`config.mk`:
```
export PLATFORM = sky130hd
export DESIGN_NAME = fifo_unpack3
export DESIGN_NICKNAME = d
export VERILOG_FILES = /design/src/rtl/fifo_unpack3.sv
export SDC_FILE = /design/constraint.sdc
export NUM_CORES = 1
export LEC_CHECK = 0
export ABC_AREA = 1
export CORE_MARGIN = 2
export CORE_UTILIZATION = 51
export CTS_CLUSTER_SIZE = 28
export DETAILED_ROUTE_END_ITERATION = 6
export HOLD_SLACK_MARGIN = 0.05
export MAX_ROUTING_LAYER = met4
export PLACE_DENSITY = 0.85
export SLEW_MARGIN = 20
export SYNTH_ARGS = -nofsm -noshare
export SYNTH_HDL_FRONTEND = slang
export SYNTH_SLANG_ARGS = --single-unit
```
`constraint.sdc`:
```
create_clock -name CLK -period 2.3 [get_ports CLK]
set_input_delay 0.46 -clock CLK [delete_from_list [all_inputs] [get_ports CLK]]
set_output_delay 0.46 -clock CLK [all_outputs]
set_load 0.05 [all_outputs]
```
`src/rtl/fifo_unpack3.sv`:
```
// fifo_unpack3: pulls one 96-bit {c, b, a} entry from an upstream first/deq FIFO and emits
// it downstream as three consecutive 32-bit words (a, b, c), one per cycle when unstalled.
// The next entry is popped in the same cycle word c is accepted, so streaming has no bubble.
// A free-running count of accepted downstream words is kept for debug.
module fifo_unpack3 (
    input  logic        CLK,
    input  logic        nRST,
    input  logic [95:0] in_first_i,
    input  logic        in_first_rdy_i,
    input  logic        in_deq_rdy_i,
    output logic        in_deq_ena_o,
    output logic        out_enq_ena_o,
    output logic [31:0] out_enq_v_o,
    input  logic        out_enq_rdy_i,
    output logic        busy,
    output logic [31:0] wordCount
);

    localparam int unsigned FieldW = 32;
    localparam logic [1:0]  IdxA   = 2'd0;
    localparam logic [1:0]  IdxB   = 2'd1;
    localparam logic [1:0]  IdxC   = 2'd2;

    logic [95:0]       hold_q, hold_d;
    logic [1:0]        idx_q, idx_d;
    logic              full_q, full_d;
    logic [31:0]       word_count_q, word_count_d;

    logic              accept;
    logic              last;
    logic              load;

    // Handshake decode: a word leaves when held and downstream is ready; a new entry may be
    // captured when empty, or when the final word of the current entry leaves this cycle.
    always_comb begin
        accept = full_q & out_enq_rdy_i;
        last   = accept & (idx_q == IdxC);
        // Gating with nRST keeps upstream untouched while the block is held in reset.
        load   = nRST & in_first_rdy_i & in_deq_rdy_i & (~full_q | last);
    end

    // Next-state for the held entry, field index, valid flag and word counter.
    always_comb begin
        hold_d       = hold_q;
        idx_d        = idx_q;
        full_d       = full_q;
        word_count_d = word_count_q;

        if (accept) begin
            word_count_d = word_count_q + 32'd1;
            if (idx_q == IdxA || idx_q == IdxB) begin
                idx_d = idx_q + 2'd1;
            end else begin
                // Word c (or the unreachable index 3) retires the entry.
                full_d = 1'b0;
                idx_d  = IdxA;
            end
        end

        // A load overrides the retire above when c leaves with a new entry waiting.
        if (load) begin
            hold_d = in_first_i;
            idx_d  = IdxA;
            full_d = 1'b1;
        end
    end

    // State register with synchronous active-low reset.
    always_ff @(posedge CLK) begin
        if (!nRST) begin
            hold_q       <= '0;
            idx_q        <= IdxA;
            full_q       <= 1'b0;
            word_count_q <= '0;
        end else begin
            hold_q       <= hold_d;
            idx_q        <= idx_d;
            full_q       <= full_d;
            word_count_q <= word_count_d;
        end
    end

    // Field select for the downstream word; index 3 should never occur and yields zero.
    always_comb begin
        out_enq_v_o = '0;
        unique case (idx_q)
            IdxA:    out_enq_v_o = hold_q[0*FieldW +: FieldW];
            IdxB:    out_enq_v_o = hold_q[1*FieldW +: FieldW];
            IdxC:    out_enq_v_o = hold_q[2*FieldW +: FieldW];
            default: out_enq_v_o = '0;
        endcase
    end

    // Remaining outputs are direct views of state and the load decision.
    always_comb begin
        in_deq_ena_o  = load;
        out_enq_ena_o = full_q;
        busy          = full_q;
        wordCount     = word_count_q;
    end

endmodule

```
# [Word level (Yosys, flattened, before mapping)]
# Cells that the tools add are included.
# Widths: inputs -> output; s select.
[op_classes] n_mux=5 n_reduce_logical=5 n_bitwise=8 eq_ne=3 addsub=2
[ops] cell="$pmux 32 s3" n=1
[ops] cell="$add 32x1->32 const B" n=1
[ops] cell="$and 1x1->1" n=5
[ops] cell="$mux 1" n=3
[ops] cell="$add 2x1->2 const B" n=1
[ops] cell="$eq 2x1->1 const B" n=1
[ops] cell="$eq 2x2->1 const B" n=1
[ops] cell="$logic_not 2->1" n=1
[ops] cell="$mux 2" n=1
[ops] cell="$ne 2x2->1 const B" n=1
[ops] cell="$not 1->1" n=2
[ops] cell="$reduce_and 2->1" n=1
[ops] cell="$reduce_bool 2->1" n=1
[ops] cell="$reduce_or 2->1" n=1
[ops] cell="$logic_or 1x1->1" n=1
[ops] cell="$or 1x1->1" n=1
[word_totals] register_bits=131 in_bits=101

# [Longest topological paths before layout]
[logic_depth] word_depth=6 mapped_depth=9

# [Worst setup path before layout]
# OpenSTA, ideal clock, no wires.
[synth_timing] path_type="reg2out" startpoint="register idx_q[1]" endpoint="output out_enq_v_o[0]" slack_ns=0.439 path_stages_with_launch=6 arrival_time_ns=1.401 required_time_ns=1.840 cell_sequence="dfxtp_1 > buf_4 > nor2_1 > clkbuf_1 > nand2_1 > nand3_1"
[synth_between] elab_chain_len=2 word_cells_on_any_way=4
[synth_rtl] item="start, declared" line_no="25" rtl="logic [1:0] idx_q, idx_d;"
[synth_rtl] item="start signal, assigned" line_no="72" rtl="idx_q <= IdxA;"
[synth_rtl] item="start signal, assigned" line_no="77" rtl="idx_q <= idx_d;"
[synth_rtl] item="$eq 2x2->1, or another cell as far along" line_no="86" rtl="unique case (idx_q)"
[synth_rtl] item="$pmux 32 s3 *" line_no="86"
[synth_rtl] item="end, declared" line_no="13" rtl="output logic [31:0] out_enq_v_o,"
# Every way passes the cells marked *; elsewhere a longest branch is shown, timed or not.

# [Final worst setup path]
[layout_timing] startpoint="register idx_q[1]" endpoint="output out_enq_v_o[25]"
# Same word-level chain as after synthesis.

==> flow_metrics.tcl <==
set metrics [dict create \
    status "finished clean" \
    ys_ff_latch 131 \
    seqPwrFrac_pct 41.1 \
    grt_pass1_wl_mm 26.77 \
    worst_slew_margin_rel_pct 66.29 \
    start_util_pct 52.93 \
    rsz0062_at_grt "no" \
    cts_tree "yes" \
    die_area_um2 12270 \
    numPortBuffers 167 \
    criticalPathCategory "flip-flop to output pin" \
    cts_buffer_depth 2 \
    synth_edf_count 0 \
    num-nets-final 1103 \
    holdWs_ps 482.4 \
    total_power_mw 5.853 \
    num_rows 38 \
    final_core_util_pct 73.93 \
    diodes 0 \
    ys_async_sr_fraction_pct 0 \
    die_x_um 110.8 \
    setup_violations 0 \
    end_kind "output pin" \
    max_freq_mhz 451.9 \
    die_h_um 110.8 \
    grt_antenna_before_repair 0 \
    hpwl_mm 11.08 \
    areaGrowthSynthToFinish_pct 39.69 \
    cts_max_level 4 \
    switching_share_pct 25.12 \
    netlist_area_um2 5813 \
    syn_nets 957 \
    p_sw_mw 1.471 \
    p_int_mw 4.383 \
    numCtsBuffers 17 \
    maxSlewViolCount 0 \
    finalCriticalPeriod_ps 2213 \
    worstPathArrival_ps 1750 \
    p_per_area_nw_per_um2 720.8 \
    ant_nets 0 \
    wire_per_inst_um 14.52 \
    boundaryPins 168 \
    clkPwrFrac_pct 47.2 \
    finalNonFillerCells 1153 \
    combPwrFrac_pct 11.7 \
    synth_cells 855 \
    clock_sinks 131 \
    crit_path_start_kind "flip-flop" \
    viasPerCell 5.403 \
    skew_ps 11.10 \
    p_leak_nw 3.206 \
    worstSkewPairLatency_ps 400 \
    via_count 6230 \
    worst-r2r-setup-slack_ps 570 \
    tns_ps 0 \
    grt_remaining_overflow 0 \
    dr.pass1.iters 5 \
    drv_cap 0 \
    ir_worst_vdd_uv 591.7 \
    clk_pin_slew_worst_paths_ps 60 \
    worstMarginPinSlew_ps 504.0 \
    place_inst 1121 \
    cp.required_ps 1840 \
    cp_max_fo 23 \
    drt_wl_total_mm 16.75 \
    yosysSeqAreaShare_pct 45.11 \
    synthFlopType "dfxtp_1" \
    grt_pass1_vias 5601 \
    hold_class "flip-flop to flip-flop" \
    yosys_warnings 0 \
    grt_use_total_pct 27.19 \
    synth.avg_cell_area_um2 6.799 \
    synth.distinct_cells 29 \
    drive_above_1_share_pct 8.687 \
    grt_max_degree 125 \
    core_area_um2 10980 \
    drc 0 \
    cts_setup_buffers 0 \
    cts-root-buf "clkbuf_16" \
    drt-initial-drc-count 492 \
    period_share_pct 96.22 \
    hold_violations 0 \
    gp_congestion 0.9479 \
]
## critical path: stages (launching register included)
cell	delay [ps]
dfxtp_1	320
buf_4	230
nor2_4	230
buf_12	180
nand2_1	60
nand3_1	120
buf_4	220
## flip-flops by register name, indices dropped and copies added, names as in the netlist
signal,cells
busy,1
hold_q,96
idx_q,2
wordCount,32
## path summary, 6_finish.rpt
kind              startpoint              end  depth (start not counted)
setup / recovery    idx_q[1]  out_enq_v_o[25]                          6
hold / removal    hold_q[34]       hold_q[34]                          2
setup reg to reg        busy    wordCount[28]                          8
hold reg to reg   hold_q[34]       hold_q[34]                          2
## per-stage QoR
stage	worst slack [ps]	instance area, um^2
floorplan	439.3	5813
global placement	214.8	7487
detailed placement	120.7	7487
CTS	71.84	8090
global route	11.35	8120
finish	86.95	8120
## cells in the mapped netlist, types with 2 or more instances
master	number	area, um^2
buf_2	11	55.05
nor2_2	4	25.02
nand4_1	6	37.54
a21oi_1	16	80.08
nor3_1	5	25.02
o21ai_0	101	505.5
buf_6	6	67.56
buf_1	4	15.01
nor2_1	256	960.9
nand3_1	122	610.6
clkbuf_1	30	112.6
inv_2	2	7.510
nand2_1	100	375.4
inv_1	39	146.4
o21ai_1	8	40.04
dfxtp_1	131	2623
buf_4	2	15.01
## repair_timing
action | in CTS | in global routing
setup endpoints to repair | 0 | 1
hold endpoints to repair | 0 | 0
resized for setup | 0 | 1
hold buffers | 0 | 0
## area by class of cell
class                   count  area [um^2]
inverters                  43        166.4
fillers                   870         2863
clock inverters            14        177.7
well taps                 140        175.2
flip-flops and latches    131         2623
multi-input cells         628         2766
clock buffers              17        425.4
repair buffers            180         1787
## layer usage
layer	share of wire, %	vias up	routed length, um	track usage, %
met3	7.0	38	1172	3.991
met2	48	288	8067	43.93
met5	0	-	0	-
met1	42	2839	6997	34.51
li1	-	3065	-	-
met4	3.0	0	508	10.67
## power groups by stage
stage	clock network, mW	registers, mW	logic, mW
5_1_grt	2.89	2.42	0.744
3_5_place_dp	0	2.46	0.673
3_3_place_gp	0	2.45	0.665
4_1_cts	2.78	2.41	0.678
6_report	2.76	2.41	0.683
2_1_floorplan	0	2.45	0.377
## placed cells by master, fill, tap and decap left out, types with 2 or more instances in the layout
cell type | Yosys | layout
nor2_1 | 256 | 255
clkdlybuf4s50_1 | 0 | 133
dfxtp_1 | 131 | 131
nand3_1 | 122 | 122
o21ai_0 | 101 | 101
nand2_1 | 100 | 100
inv_1 | 39 | 39
buf_4 | 2 | 38
clkbuf_16 | 0 | 18
a21oi_1 | 16 | 16
o21ai_1 | 8 | 8
buf_12 | 0 | 7
nand4_1 | 6 | 6
clkinv_4 | 1 | 5
nor3_1 | 5 | 5
nor2_2 | 4 | 4
inv_6 | 0 | 4
bufinv_16 | 0 | 3
inv_2 | 2 | 2
clkinv_2 | 0 | 2
## logic make-up after synthesis
group	Yosys count	share of synthesized area, %
AO/OA/AOI/OAI	129	11.52
XOR/XNOR	2	0.3014
adder cells (fa/ha/maj)	1	0.2152
buffers and inverters	96	7.426
flip-flops	131	45.11
AND/OR/NAND/NOR	496	35.43
Power figures use the tool's default switching activity.
